### config.mk
export PLATFORM = sky130hd
export DESIGN_NAME = rd53_bgpv_hit_tot_digitizer
export DESIGN_NICKNAME = d
export VERILOG_FILES = /design/src/rtl/rd53_bgpv_hit_tot_digitizer.sv
export SDC_FILE = /design/constraint.sdc
export NUM_CORES = 1
export LEC_CHECK = 0
export CAP_MARGIN = 20
export CORE_MARGIN = 8
export CORE_UTILIZATION = 53
export CTS_CLUSTER_SIZE = 28
export DETAILED_ROUTE_END_ITERATION = 7
export PLACE_DENSITY_LB_ADDON = 0.25
export SETUP_SLACK_MARGIN = 0.5
export SYNTH_ARGS = -nofsm -noshare
export SYNTH_HDL_FRONTEND = slang
export SYNTH_SLANG_ARGS = --single-unit
export TNS_END_PERCENT = 5
### constraint.sdc
create_clock -name CLK_BX -period 4.2 [get_ports CLK_BX]
set_input_delay 0.63 -clock CLK_BX [delete_from_list [all_inputs] [get_ports CLK_BX]]
set_output_delay 0.63 -clock CLK_BX [all_outputs]
set_load 0.01 [all_outputs]
### src/rtl/rd53_bgpv_hit_tot_digitizer.sv
// Per-pixel HIT synchroniser and time-over-threshold digitizer with a
// single-entry valid/ready event buffer and saturating lost-hit counter.
module rd53_bgpv_hit_tot_digitizer #(
  parameter int TOT_BITS    = 4,
  parameter int TS_BITS     = 8,
  parameter int SYNC_STAGES = 2
) (
  input  logic               CLK_BX,
  input  logic               RESET,
  input  logic               HIT,
  input  logic               ENABLE,
  input  logic               POWER_DOWN,
  input  logic [TS_BITS-1:0] BCID,
  output logic               EVT_VALID,
  input  logic               EVT_READY,
  output logic [TOT_BITS-1:0] EVT_TOT,
  output logic [TS_BITS-1:0] EVT_BCID,
  output logic               BUSY,
  output logic [7:0]         LOST_CNT
);

  // All-ones ToT is reserved as "no hit", so the counter stops one below it.
  localparam logic [TOT_BITS-1:0] TOT_MAX = TOT_BITS'((1 << TOT_BITS) - 2);

  typedef enum logic {IDLE, COUNT} state_t;

  state_t               state, state_nxt;
  logic [SYNC_STAGES-1:0] sync_q;
  logic                 hit_s, hit_s_d, rise, start;
  logic                 emit, load, drop;
  logic [TOT_BITS-1:0]  tot;
  logic [TS_BITS-1:0]   bcid_lat;

  assign hit_s = sync_q[SYNC_STAGES-1];
  assign rise  = hit_s & ~hit_s_d;
  assign start = rise & ENABLE & ~POWER_DOWN;

  always_ff @(posedge CLK_BX or posedge RESET) begin
    if (RESET) begin
      sync_q  <= '0;
      hit_s_d <= 1'b0;
    end else begin
      sync_q  <= {sync_q[SYNC_STAGES-2:0], HIT};
      hit_s_d <= hit_s;
    end
  end

  always_ff @(posedge CLK_BX or posedge RESET) begin
    if (RESET) state <= IDLE;
    else       state <= state_nxt;
  end

  always_comb begin
    state_nxt = state;
    case (state)
      IDLE:    if (start) state_nxt = COUNT;
      COUNT:   if (POWER_DOWN || !hit_s) state_nxt = IDLE;
      default: state_nxt = IDLE;
    endcase
  end

  // Power-down wins over a coincident falling edge: no emit on abort.
  always_comb begin
    BUSY = 1'b0;
    emit = 1'b0;
    if (state == COUNT) begin
      BUSY = 1'b1;
      emit = !POWER_DOWN && !hit_s;
    end
  end

  assign load = emit & (~EVT_VALID | EVT_READY);
  assign drop = emit & ~load;

  always_ff @(posedge CLK_BX or posedge RESET) begin
    if (RESET) begin
      tot      <= '0;
      bcid_lat <= '0;
    end else if (state == IDLE) begin
      if (start) begin
        tot      <= TOT_BITS'(1);
        bcid_lat <= BCID;
      end
    end else if (hit_s && tot != TOT_MAX) begin
      tot <= tot + TOT_BITS'(1);
    end
  end

  // Event buffer: a drain and a load in the same cycle keeps EVT_VALID high.
  always_ff @(posedge CLK_BX or posedge RESET) begin
    if (RESET) begin
      EVT_VALID <= 1'b0;
      EVT_TOT   <= '0;
      EVT_BCID  <= '0;
    end else if (load) begin
      EVT_VALID <= 1'b1;
      EVT_TOT   <= tot;
      EVT_BCID  <= bcid_lat;
    end else if (EVT_VALID && EVT_READY) begin
      EVT_VALID <= 1'b0;
    end
  end

  always_ff @(posedge CLK_BX or posedge RESET) begin
    if (RESET)                         LOST_CNT <= '0;
    else if (drop && LOST_CNT != 8'hFF) LOST_CNT <= LOST_CNT + 8'd1;
  end

endmodule
### Word-level counts from Yosys, hierarchy flattened

Cells that the tools add are included.

* bits in registers: 37
* input port bits: 14
* output and inout port bits: 22
* word-level logic and storage cells: 46

* eq/ne operators: 3
* reductions and logical operators: 11
* bitwise logic cells: 11
* add/subtract/negate cells: 2
* multiplexer cells: 10

Operator list (count)
* $mux W4: 3
* $add A8 B1 Y8 const B: 1
* $ne A8 B8 Y1 const B: 1
* $mux W1: 6
* $and A1 B1 Y1: 5
* $not A1 Y1: 5
* $add A4 B1 Y4 const B: 1
* $logic_and A1 B1 Y1: 4
* $ne A4 B4 Y1 const B: 1
* $reduce_and A2 Y1: 2
* $reduce_bool A2 Y1: 2
* $logic_not A1 Y1: 2
* $ne A2 B1 Y1 const B: 1
* $pmux W1 S2: 1
* $logic_or A1 B1 Y1: 1
* $or A1 B1 Y1: 1

### Longest topological paths before layout

* depth after elaboration: 7
* mapped depth: 6

### Worst setup path after synthesis

Ideal clock, no wire load.

* path type: input to register
* start: input POWER_DOWN
* end: register tot[3]
* stages on the path: 4
* slack: 2.336 ns
* data arrival time: 1.740 ns
* cell sequence: nand2b_1 nor4b_4 nor2_1 a211o_1

* cells in the longest elaborated chain, start to end: 4

Ends and longest elaborated chain
* start: declaration: RTL line 12 `input logic POWER_DOWN,`
* $not A1 Y1: RTL line 36 `assign start = rise & ENABLE & ~POWER_DOWN;`
* $and A1 B1 Y1: RTL line 36
* $reduce_bool A2 Y1 (no line)
* $reduce_and A2 Y1 (no line)
* end signal: assignment: RTL line 85 `tot <= tot + TOT_BITS'(1);`
* end: declaration: RTL line 31 `logic [TOT_BITS-1:0] tot;`

Every way passes these cells.
A chain may end at the register's enable or synchronous reset.

### Worst setup path after layout

Same ends and word-level chain as after synthesis.

==> impl_results.md <==
- Tot Pwr: 0.932 mW
- # setup viols final: 0
- Detail Route Antenna Nets: 0
- DR vias: 1022
- Register bit total from synthesis: 37
- Core footprint: 2950 sq um
- Crit Path Max Fanout: 10
- Pin count of the biggest net entering global routing: 38
- Post-Synthesis Cell Area: 1600 sq um
- Die height: 70.9 um
- First-pass GRT wire length: 5.31 mm
- Post-synth top cells: dfrtp_1, mux2_2, mux2_4
- CP Capture Type: register
- Vias/cell: 5.41
- Area growth syn-to-layout: 30.7%
- Final Critical Period: 2140 ps
- GRT Total Usage: 13.7%
- Peak supply drop: 295 uV
- Die area: 5020 sq um
- # rows: 20
- Fmax achieved: 468 MHz
- Initial antenna violation count: 0
- Clock Tree Root: clkbuf_4
- RSZ-0062 raised after global routing: false
- P_sw: 0.223 mW
- Share of post-route cells with drive strength above 1: 22.4%
- Worst-path clk slew: 110 ps
- Worst Path Arrival: 2390 ps
- Pins Over Slew Limit: 0
- Post-synth EDFFs: 0
- Synth top area cells: dfrtp_1, mux2_4, mux2_2
- Final hold violation count: 0
- Fin nets: 172
- Comb pwr share: 18.2%
- Most frequent cell after synthesis: dfrtp_1
- Setup Buffers After CTS: 0
- Post-synth top area share: 58.0%
- DRC: 0
- Req. time, crit path: 4450 ps
- RD Place Congestion: 0.804
- Clock tree buffer depth: 2
- TritonCTS Buffers: 5
- Initial Util: 54.1%
- Leakage: 0.996 nW
- Clock share of power: 33.9%
- Setup Skew: 13.9 ps
- Diodes inserted: 0
- Global route total overflow: 0
- Internal power: 0.709 mW
- Worst skew pair latency: 360 ps
- Relative slew slack: 55.9%
- Cells after Synth: 114
- Async SR Flop Fraction: 100%
- CTS sink cnt: 37
- Setup TNS Final: 0 ps
- Port-buffer cells: 35
- Power share of the sequential group: 47.9%
- Post-Route WL: 3.13 mm
- Syn nets: 131
- DR pass1 iterations: 4
- Run status: finished, final reports clean
- Yosys warning total: 0
- Post-CTS Resized: 0
- Final worst path period share: 50.9%
- WS Path Type: primary input to register
- Max-cap violations: 0
- Cell variety after synth: 34
- Worst-Margin Slew: 659 ps
- CTS tree: done
- HPWL after DPL: 2.27 mm
- DRT iter0 DRCs: 44
- Startpoint types: primary input
- Synth area leader: dfrtp_1
- Top_reg_cell synth: dfrtp_1
- Pwr Density: 447 nW/um^2
- Worst r2r path cells: 4
- Sw Ratio: 23.9%
- WHS Path Cells: 0
- Chip width: 70.9 um
- Seq/Total Area, Yosys: 58.0%
- I/O pin cnt: 36
- Worst min path class: register to register
- Avg Inst Size Synth: 14.0 sq um
- Htree depth: 2
- Routed length per instance: 16.5 um
- Hold_buf cts: 0
- Number of global-route vias before repair: 1120
## area by class of cell
class | count | area, sq um
clock buffers | 5 | 37.5
well taps | 33 | 41.3
inverters | 4 | 15.0
multi-input cells | 71 | 641
clock inverters | 3 | 68.8
repair buffers | 36 | 358
flip-flops and latches | 37 | 926
fillers | 225 | 866
## power groups by stage
stage,clock network [mW],logic [mW],registers (mW)
after floorplan,0,0.0755,0.458
after global placement,0,0.168,0.449
after detailed placement,0,0.172,0.453
after CTS,0.324,0.173,0.447
after global routing,0.334,0.185,0.455
final,0.316,0.170,0.446
## registers in the layout (all words and copies together) (netlist names)
name and count:
state 1, LOST_CNT 8, tot 4, sync_q 2, EVT_VALID 1, EVT_BCID 8, hit_s_d 1, EVT_TOT 4
bcid_lat 8
## layer usage
metal | GRT usage, % | routed length (um)
met4 | 7.62 | 51
met5 | 0 | 0
met2 | 22.3 | 1590
met1 | 15.4 | 1330
met3 | 4.38 | 158
## final timing paths
check                            from     endpoint  slack, ps
max                        POWER_DOWN       tot[3]       2060
min                         sync_q[0]    sync_q[1]        360
max reg2reg                 sync_q[1]       tot[3]       2440
min reg2reg                 sync_q[0]    sync_q[1]        360
max in group asynchronous       RESET       tot[2]       3200
min in group asynchronous       RESET  EVT_BCID[0]        660
## placed cells by master, fill, tap and decap left out, types with 2 or more instances in the layout
master	Yosys	layout
xnor2_1	2	2
clkbuf_4	0	5
nand3_1	6	6
mux2_4	9	9
nand2b_1	3	3
and3_1	2	2
clkdlybuf4s50_1	0	35
mux2_2	11	11
nor2_1	2	2
nand2_1	6	6
dfrtp_1	37	37
ha_1	3	3
a31oi_1	3	3
bufinv_16	0	2
mux2_1	2	2
a21oi_1	3	3
inv_1	4	4
mux2i_1	2	2
## critical path, cell delays in order
cell             delay, ps
clkdlybuf4s50_1        420
nand2b_1               200
nor4b_4                630
nor2_1                 190
a211o_1                320
## stage by stage
stage          util [%]  setup WS [ps]  cell area [sq um]  hold WS [ps]  cells
2_1_floorplan         -           2340               1600           331    114
3_3_place_gp       67.1           1730               1980           334    181
3_5_place_dp       67.1           1670               1980           339    181
4_1_cts            70.7           2060               2090           366    189
5_1_grt            70.7           1970               2090           369    189
6_report           70.7           2060               2090           361    189
## cells by family (layout without fill, tap and decap cells)
group | Yosys count | count (layout) | synth area share, %
DFF | 37 | 37 | 58.0
and+or+nand+nor | 31 | 31 | 13.3
muxes | 24 | 24 | 18.9
AOI/OAI and AO/OA | 11 | 11 | 4.47
buffers and inverters | 6 | 48 | 1.88
adders and majority gates | 3 | 3 | 2.35
xor gates and xnor gates | 2 | 2 | 1.10
Power figures use the tool's default switching activity.
